**config.mk**
```make
export PLATFORM = sky130hd
export DESIGN_NAME = i2c_slave_prog
export DESIGN_NICKNAME = d
export VERILOG_FILES = /design/src/rtl/i2c_slave_prog.sv
export SDC_FILE = /design/constraint.sdc
export NUM_CORES = 1
export LEC_CHECK = 0
export CELL_PAD_IN_SITES_DETAIL_PLACEMENT = 1
export CELL_PAD_IN_SITES_GLOBAL_PLACEMENT = 1
export CORE_AREA = 2 2 58 114
export DETAILED_ROUTE_END_ITERATION = 7
export DIE_AREA = 0 0 60 116
export PLACE_DENSITY = 0.89
export REMOVE_ABC_BUFFERS = 1
export SLEW_MARGIN = 15
export SYNTH_ARGS = -nofsm -noshare
export SYNTH_HDL_FRONTEND = slang
export SYNTH_SLANG_ARGS = --single-unit
```
**constraint.sdc**
```tcl
create_clock -name clk -period 5.68 [get_ports clk]
set_input_delay 1.136 -clock clk [delete_from_list [all_inputs] [get_ports clk]]
set_output_delay 1.136 -clock clk [all_outputs]
set_load 0.005 [all_outputs]
```
**src/rtl/i2c_slave_prog.sv**
```systemverilog
// i2c_slave_prog: I2C target that writes and reads back a byte-wide memory.
//   clk, rst_n      : system clock, synchronous active-low reset
//   scl_in, sda_in  : raw bus pins, oversampled on clk
//   sda_oe          : 1 pulls SDA low (open-drain)
//   wr_en/addr/data : single-clk write strobe to memory
//   rd_addr/rd_data : read port, rd_addr always equals the pointer
//   busy            : addressed transaction in progress
module i2c_slave_prog #(
    parameter logic [6:0] DEVICE_ADDR = 7'h2A,
    parameter int         PTR_W       = 8,
    parameter int         SYNC_STAGES = 2
) (
    input  logic             clk,
    input  logic             rst_n,
    input  logic             scl_in,
    input  logic             sda_in,
    output logic             sda_oe,
    output logic             wr_en,
    output logic [PTR_W-1:0] wr_addr,
    output logic [7:0]       wr_data,
    output logic [PTR_W-1:0] rd_addr,
    input  logic [7:0]       rd_data,
    output logic             busy
);
    typedef enum logic [3:0] {
        IDLE, ADDR, ADDR_ACK, PTR, PTR_ACK, WDATA, WDATA_ACK, RDATA, RDATA_ACK, WAIT
    } state_t;

    state_t                 state;
    logic [SYNC_STAGES-1:0] scl_sync, sda_sync;
    logic                   scl_d, sda_d;
    logic                   scl_s, sda_s;
    logic                   scl_rise, scl_fall, start_det, stop_det;
    logic [3:0]             bit_cnt;
    logic [7:0]             shreg;
    logic [7:0]             byte_in;
    logic [PTR_W-1:0]       ptr;
    logic                   rw, ack_on, mack, inc_pend;

    assign scl_s     = scl_sync[SYNC_STAGES-1];
    assign sda_s     = sda_sync[SYNC_STAGES-1];
    assign scl_rise  =  scl_s & ~scl_d;
    assign scl_fall  = ~scl_s &  scl_d;
    // SDA edges only count as START/STOP while SCL is steadily high
    assign start_det = scl_s & scl_d &  sda_d & ~sda_s;
    assign stop_det  = scl_s & scl_d & ~sda_d &  sda_s;
    assign byte_in   = {shreg[6:0], sda_s};
    assign rd_addr   = ptr;

    always_ff @(posedge clk) begin
        if (!rst_n) begin
            scl_sync <= '1;
            sda_sync <= '1;
            scl_d    <= 1'b1;
            sda_d    <= 1'b1;
            state    <= IDLE;
            bit_cnt  <= '0;
            shreg    <= '0;
            ptr      <= '0;
            rw       <= 1'b0;
            ack_on   <= 1'b0;
            mack     <= 1'b0;
            inc_pend <= 1'b0;
            sda_oe   <= 1'b0;
            wr_en    <= 1'b0;
            wr_addr  <= '0;
            wr_data  <= '0;
            busy     <= 1'b0;
        end else begin
            scl_sync <= {scl_sync[SYNC_STAGES-2:0], scl_in};
            sda_sync <= {sda_sync[SYNC_STAGES-2:0], sda_in};
            scl_d    <= scl_s;
            sda_d    <= sda_s;
            wr_en    <= 1'b0;

            // pointer advance is deferred one clk so wr_addr carries the old value
            if (inc_pend) begin
                ptr      <= ptr + PTR_W'(1);
                inc_pend <= 1'b0;
            end

            if (start_det) begin
                state   <= ADDR;
                bit_cnt <= '0;
                sda_oe  <= 1'b0;
                ack_on  <= 1'b0;
                busy    <= 1'b0;
            end else if (stop_det) begin
                state  <= IDLE;
                sda_oe <= 1'b0;
                ack_on <= 1'b0;
                busy   <= 1'b0;
            end else begin
                case (state)
                    ADDR, PTR, WDATA: if (scl_rise) begin
                        shreg   <= byte_in;
                        bit_cnt <= bit_cnt + 4'd1;
                        if (bit_cnt == 4'd7) begin
                            if (state == ADDR) begin
                                rw    <= sda_s;
                                state <= (byte_in[7:1] == DEVICE_ADDR) ? ADDR_ACK : WAIT;
                            end else if (state == PTR) begin
                                ptr   <= byte_in[PTR_W-1:0];
                                state <= PTR_ACK;
                            end else begin
                                wr_en    <= 1'b1;
                                wr_addr  <= ptr;
                                wr_data  <= byte_in;
                                inc_pend <= 1'b1;
                                state    <= WDATA_ACK;
                            end
                        end
                    end
                    // first fall (end of bit 8) asserts ACK, second fall (end of bit 9) releases
                    ADDR_ACK, PTR_ACK, WDATA_ACK: if (scl_fall) begin
                        if (!ack_on) begin
                            sda_oe <= 1'b1;
                            ack_on <= 1'b1;
                            if (state == ADDR_ACK) busy <= 1'b1;
                        end else begin
                            ack_on  <= 1'b0;
                            bit_cnt <= '0;
                            if (state == ADDR_ACK && rw) begin
                                shreg  <= rd_data;
                                sda_oe <= ~rd_data[7];
                                state  <= RDATA;
                            end else begin
                                sda_oe <= 1'b0;
                                state  <= (state == ADDR_ACK) ? PTR : WDATA;
                            end
                        end
                    end
                    // shift on rise so shreg[7] holds the bit to drive at the next fall
                    RDATA: if (scl_rise) begin
                        bit_cnt <= bit_cnt + 4'd1;
                        shreg   <= {shreg[6:0], 1'b0};
                    end else if (scl_fall) begin
                        if (bit_cnt == 4'd8) begin
                            sda_oe <= 1'b0;
                            mack   <= 1'b0;
                            state  <= RDATA_ACK;
                        end else begin
                            sda_oe <= ~shreg[7];
                        end
                    end
                    RDATA_ACK: if (scl_rise) begin
                        inc_pend <= 1'b1;
                        mack     <= ~sda_s;
                        if (sda_s) state <= WAIT;
                    end else if (scl_fall && mack) begin
                        mack    <= 1'b0;
                        bit_cnt <= '0;
                        shreg   <= rd_data;
                        sda_oe  <= ~rd_data[7];
                        state   <= RDATA;
                    end
                    default: ;
                endcase
            end
        end
    end
endmodule

```
== After elaboration in Yosys (flattened, before gate mapping) ==
Cells that the tools add are included.
Word-level totals
  latch bits: 0
  output and inout port bits: 27
  logic and storage cells: 159
  memories: 0
  flip-flop bits (word level): 53
  RAM bits: 0
  memory bits (read-only): 0
Operators by class
  equal/unequal tests: 34
  shift-type cells: 0
  div/mod/pow operators: 0
  $mul: 0
  reduce and logical (&&, ||, !) cells: 23
  bitwise gates (word level): 20
  add/sub/neg operators: 2
  mux-type cells: 62
  magnitude comparators: 0
Operators with widths (count)
  $mux 8: 15
  $mux 4: 17
  $pmux 8 s4: 1
  $reduce_and 10->1: 3
  $ne 4x4->1 const B: 7
  $ne 2x2->1 const B: 11
  $mux 1: 21
  $reduce_and 7->1: 3
  $eq 4x3->1 const B: 5
  $pmux 4 s4: 1
  $not 1->1: 13
  $pmux 4 s3: 1
  $reduce_and 6->1: 2
  $ne 5x5->1 const B: 2
  $reduce_or 3->1: 3
  $add 8x1->8 const B: 1
  $eq 4x2->1 const B: 2
  $eq 4x4->1 const B: 2
  $reduce_or 4->1: 2
  $and 1x1->1: 7
  $eq 7x6->1 const B: 1
  $mux 3: 2
  $ne 3x3->1 const B: 2
  $reduce_bool 3->1: 2
  13 further kinds: 15

== Logic depth before layout (Yosys ltp) ==
  depth in word-level cells: 9
  depth in mapped cells: 9

== Worst setup path before layout ==
OpenSTA, ideal clock, no wires.
  kind: reg2reg
  start point: register state[3]
  end point: register shreg[6]
  setup time: 0.116 ns
  buffers on the path: 3
  slack: 3.729 ns
  cell stages (with the launch flop): 9
  required time: 5.564 ns
  data arrival time: 1.835 ns
  path through: dfxtp_1 -> buf_6 -> or4b_1 -> buf_2 -> a311o_4 -> nor2_8 -> buf_8 -> nand2_1 -> o211a_1
Between the ends
  cells in the longest elaborated chain, start to end: 4
Ends and longest elaborated chain
  start, declared: line 29  | state_t state;
  start signal, assigned: line 101  | state <= (byte_in[7:1] == DEVICE_ADDR) ? ADDR_ACK : WAIT;
  start signal, assigned: line 129  | state <= (state == ADDR_ACK) ? PTR : WDATA;
  $eq 4x2->1, or another cell as far along: line 94, 123
  $reduce_or 3->1 / $logic_and 1x1->1 (equally long branches): line 94, 123
  $ne 2x2->1 (no line) / $reduce_bool 4->1 (equally long branches)
  $reduce_and 10->1 (no line)
  end signal, assigned: line 96  | shreg <= byte_in;
  end signal, assigned: line 124  | shreg <= rd_data;
  end signal, assigned: line 136  | shreg <= {shreg[6:0], 1'b0};
  end, declared: line 35  | logic [7:0] shreg;
Several ways; a longest one is shown, not always the timed one.
A chain may end at the register's enable or synchronous reset.

== Worst setup path after layout ==
  start point: register state[0]
  end point: register ptr[2], in the netlist rd_addr[2]
Between the ends
  cells in the longest elaborated chain, start to end: 8
Ends and longest elaborated chain
  $eq 4x2->1: line 94, 102
  $mux 8: line 102  | end else if (state == PTR) begin
  $mux 8: line 99  | if (state == ADDR) begin
  $mux 8: line 98  | if (bit_cnt == 4'd7) begin
  $mux 8: line 95  | ADDR, PTR, WDATA: if (scl_rise) begin
  $mux 8 (*): line 94  | case (state)
  $mux 8 (*): line 88  | end else if (stop_det) begin
  $mux 8 (*): line 82  | if (start_det) begin
  end signal, assigned: line 78  | ptr <= ptr + PTR_W'(1);
  end signal, assigned: line 103  | ptr <= byte_in[PTR_W-1:0];
  end, declared: line 37  | logic [PTR_W-1:0] ptr;
Mark *: on every way between the ends. The rest lies on a longest branch, timed or not.

==> results.txt <==
status = finished, final reports clean
Chip Width = 60 um
setup violators final = 0
Post-CTS Setup Repair Bufs = 0
RSZ-0062 raised after global routing = false
fillers = 709
CP startpoint = state[0]
RR Endpoint = rd_addr[2]
first-pass GRT wire length = 11000 um
clock-pin slew on the worst setup and hold paths = 60 ps
total stage count of the critical path = 5
Seq/Total Area, Yosys = 0.407
HP Class = reg2reg
PortBufs = 38
cells after synthesis = 284
Multi-input gate area = 1430 um^2
Placed Area = 3010 um^2
pwr/cell area = 223 nW/um^2
Yosys cell types = 44
asr flop ratio synth = 0
clock buffer count from CTS = 5
maximum clock path buffer count = 2
n_diodes = 0
top-count cell post-synth = dfxtp_1
slowest stage delay, CP = 620 ps
via count = 2214
post-route cell area = 3160 um^2
Static Leak = 0.00132 uW
Syn Std Cell Area = 2600 um^2
Cell Rows = 40
Yosys reg bits = 53
Worst-Margin Slew = 560 ps
Max Cap Viol = 0
share of cells above drive strength 1 = 0.0446
H-tree Lvls = 2
reg2reg start = state[0]
GRT Total Usage = 0.209
Worst Skew = 4.19 ps
top cell family by delay on the critical path = simple AND/OR/NAND/NOR gates
Iter 0 DRT Violations = 58
post-CTS sizing = 0
Synth top area share = 0.407
Final ANT Viol Nets = 0
number of global-route vias before repair = 2317
Detail Placement HPWL = 4870 um
Layout area overhead = 21.2%
Die Ht = 116 um
peak supply drop = 0.266 mV
top cell type by total area after synthesis = dfxtp_1
Slew Limit Fails = 0
top post-synthesis cells by area = dfxtp_1 41%, mux2i_1 11%, o211a_1 6.2%
first-pass detailed-route iteration total = 4
FMAX = 0.407 GHz
worst path arrival time = 2640 ps
GP Congestion = 0.827
io pins = 39
Setup CP Type = reg2reg
# clock sinks = 53
GRT overflow = 0
initial antenna violation count = 0
CTS tree = yes
Via density = 5.56
EDFF count, synth = 0
Root Driver = clkbuf_16
warnings from Yosys = 0
Skew-Pair Late Insertion Delay = 290 ps
hold buffer count at cts = 0
Top FF cell, synth = dfxtp_1
core area = 6060 um^2
R2R setup slack = 3220 ps
Tmin final = 2460 ps
most frequent cells after synthesis = 53 x dfxtp_1, 30 x nand2_1, 28 x mux2i_1
total wire length = 6780 um
worst path cell trace = nor2b_1 -> and2_1 -> nand2b_1 -> or3b_1 -> o211a_1
CP Launch Type = flop
WHS Path Cells = 1
Mean Syn Cell Area = 9.17 um^2
Slowest-stage cell, CP = or3b_1
Avg WL per Cell = 17.0 um
Register-to-Register Path Depth = 5
initial core utilization = 0.430
Die ar. = 6960 um^2
flip-flop and latch area = 1060 um^2
WP buf/inv = 0
final hold viol count = 0
DRC viols = 0
final period utilization = 0.432
TNS Setup = 0 ps
Worst slew margin = 0.626
largest net degree at the start of global routing = 45
Worst EP required = 5860 ps
Critical Path Sink Type = flop
Critical Path Fanout Max = 16
nets@finish = 329
Worst Setup EP = rd_addr[2]
## metrics by stage
step | hold WS, ps | util | total power [uW] | setup slack, ps | std cells
finish | 410 | 0.521 | 703 | 3220 | 398
floorplan | 386 | - | 394 | 2320 | 266
detailed placement | 397 | 0.498 | 410 | 3000 | 391
global route | 440 | 0.521 | 726 | 3050 | 398
global placement | 389 | 0.498 | 409 | 3130 | 391
CTS | 413 | 0.521 | 710 | 3230 | 398
## final cells by class
type | instances | area share
well taps | 84 | 0.0333
flip-flops and latches | 53 | 0.336
clock buffers | 7 | 0.0452
inverters | 5 | 0.00595
repair buffers | 41 | 0.128
multi-input cells | 208 | 0.452
## flip-flops by register name (all words and copies together), names as in the netlist, 2 cells and up
name and flops:
shreg 8, bit_cnt 4, state 4, sda_sync 2, wr_data 8, scl_sync 2, rd_addr 8, wr_addr 8
## placed cells by master (no fill, tap or decap), types with 3 or more instances in the layout
cell type and count:
a211oi_1 3, a21oi_1 10, a31oi_1 4, buf_4 3
clkbuf_16 5, clkdlybuf4s50_1 38, dfxtp_1 53, ha_1 3
inv_1 5, mux2i_1 28, nand2_1 30, nand2b_1 8
nand3_1 14, nand3b_1 3, nand4_1 4, nor2_1 16
nor2b_1 21, nor3_1 3, o211a_1 16, o211ai_1 4
o21ai_0 9, xnor2_1 3, xor2_1 6
## kinds of logic after synthesis
kind of cell,Yosys count,synth area share
AND/OR/NAND/NOR,115,0.239
AO/OA/AOI/OAI,53,0.154
multiplexers,28,0.108
adder cells (fa/ha/maj),3,0.0144
flip-flops,53,0.407
buffers and inverters,23,0.0466
XOR/XNOR,9,0.0303
## power breakdown
part | switching, uW | leakage (uW) | internal [uW] | total, uW
clock | 128 | 0.0000700 | 173 | 301
combinational | 12.8 | 0.000820 | 12.9 | 25.6
sequential | 2.59 | 0.000428 | 373 | 376
total | 144 | 0.00132 | 560 | 703
## metal layers
layer / routed length, um / up-vias / GRT usage
met2: 3780 / 50 / 0.383
met1: 2500 / 1085 / 0.211
li1: - / 1055 / -
met3: 173 / 24 / 0.0290
met4: 327 / 0 / 0.129
met5: 0 / - / 0
## worst min-delay path by stage
| stage | start | end |
|---|---|---|
| floorplan | scl_sync[0] | scl_sync[1] |
| global placement | scl_sync[0] | scl_sync[1] |
| detailed placement | scl_sync[0] | scl_sync[1] |
| CTS | scl_sync[0] | scl_sync[1] |
| global route | scl_sync[0] | scl_sync[1] |
| finish | scl_sync[0] | scl_sync[1] |
Power figures use the tool's default switching activity.
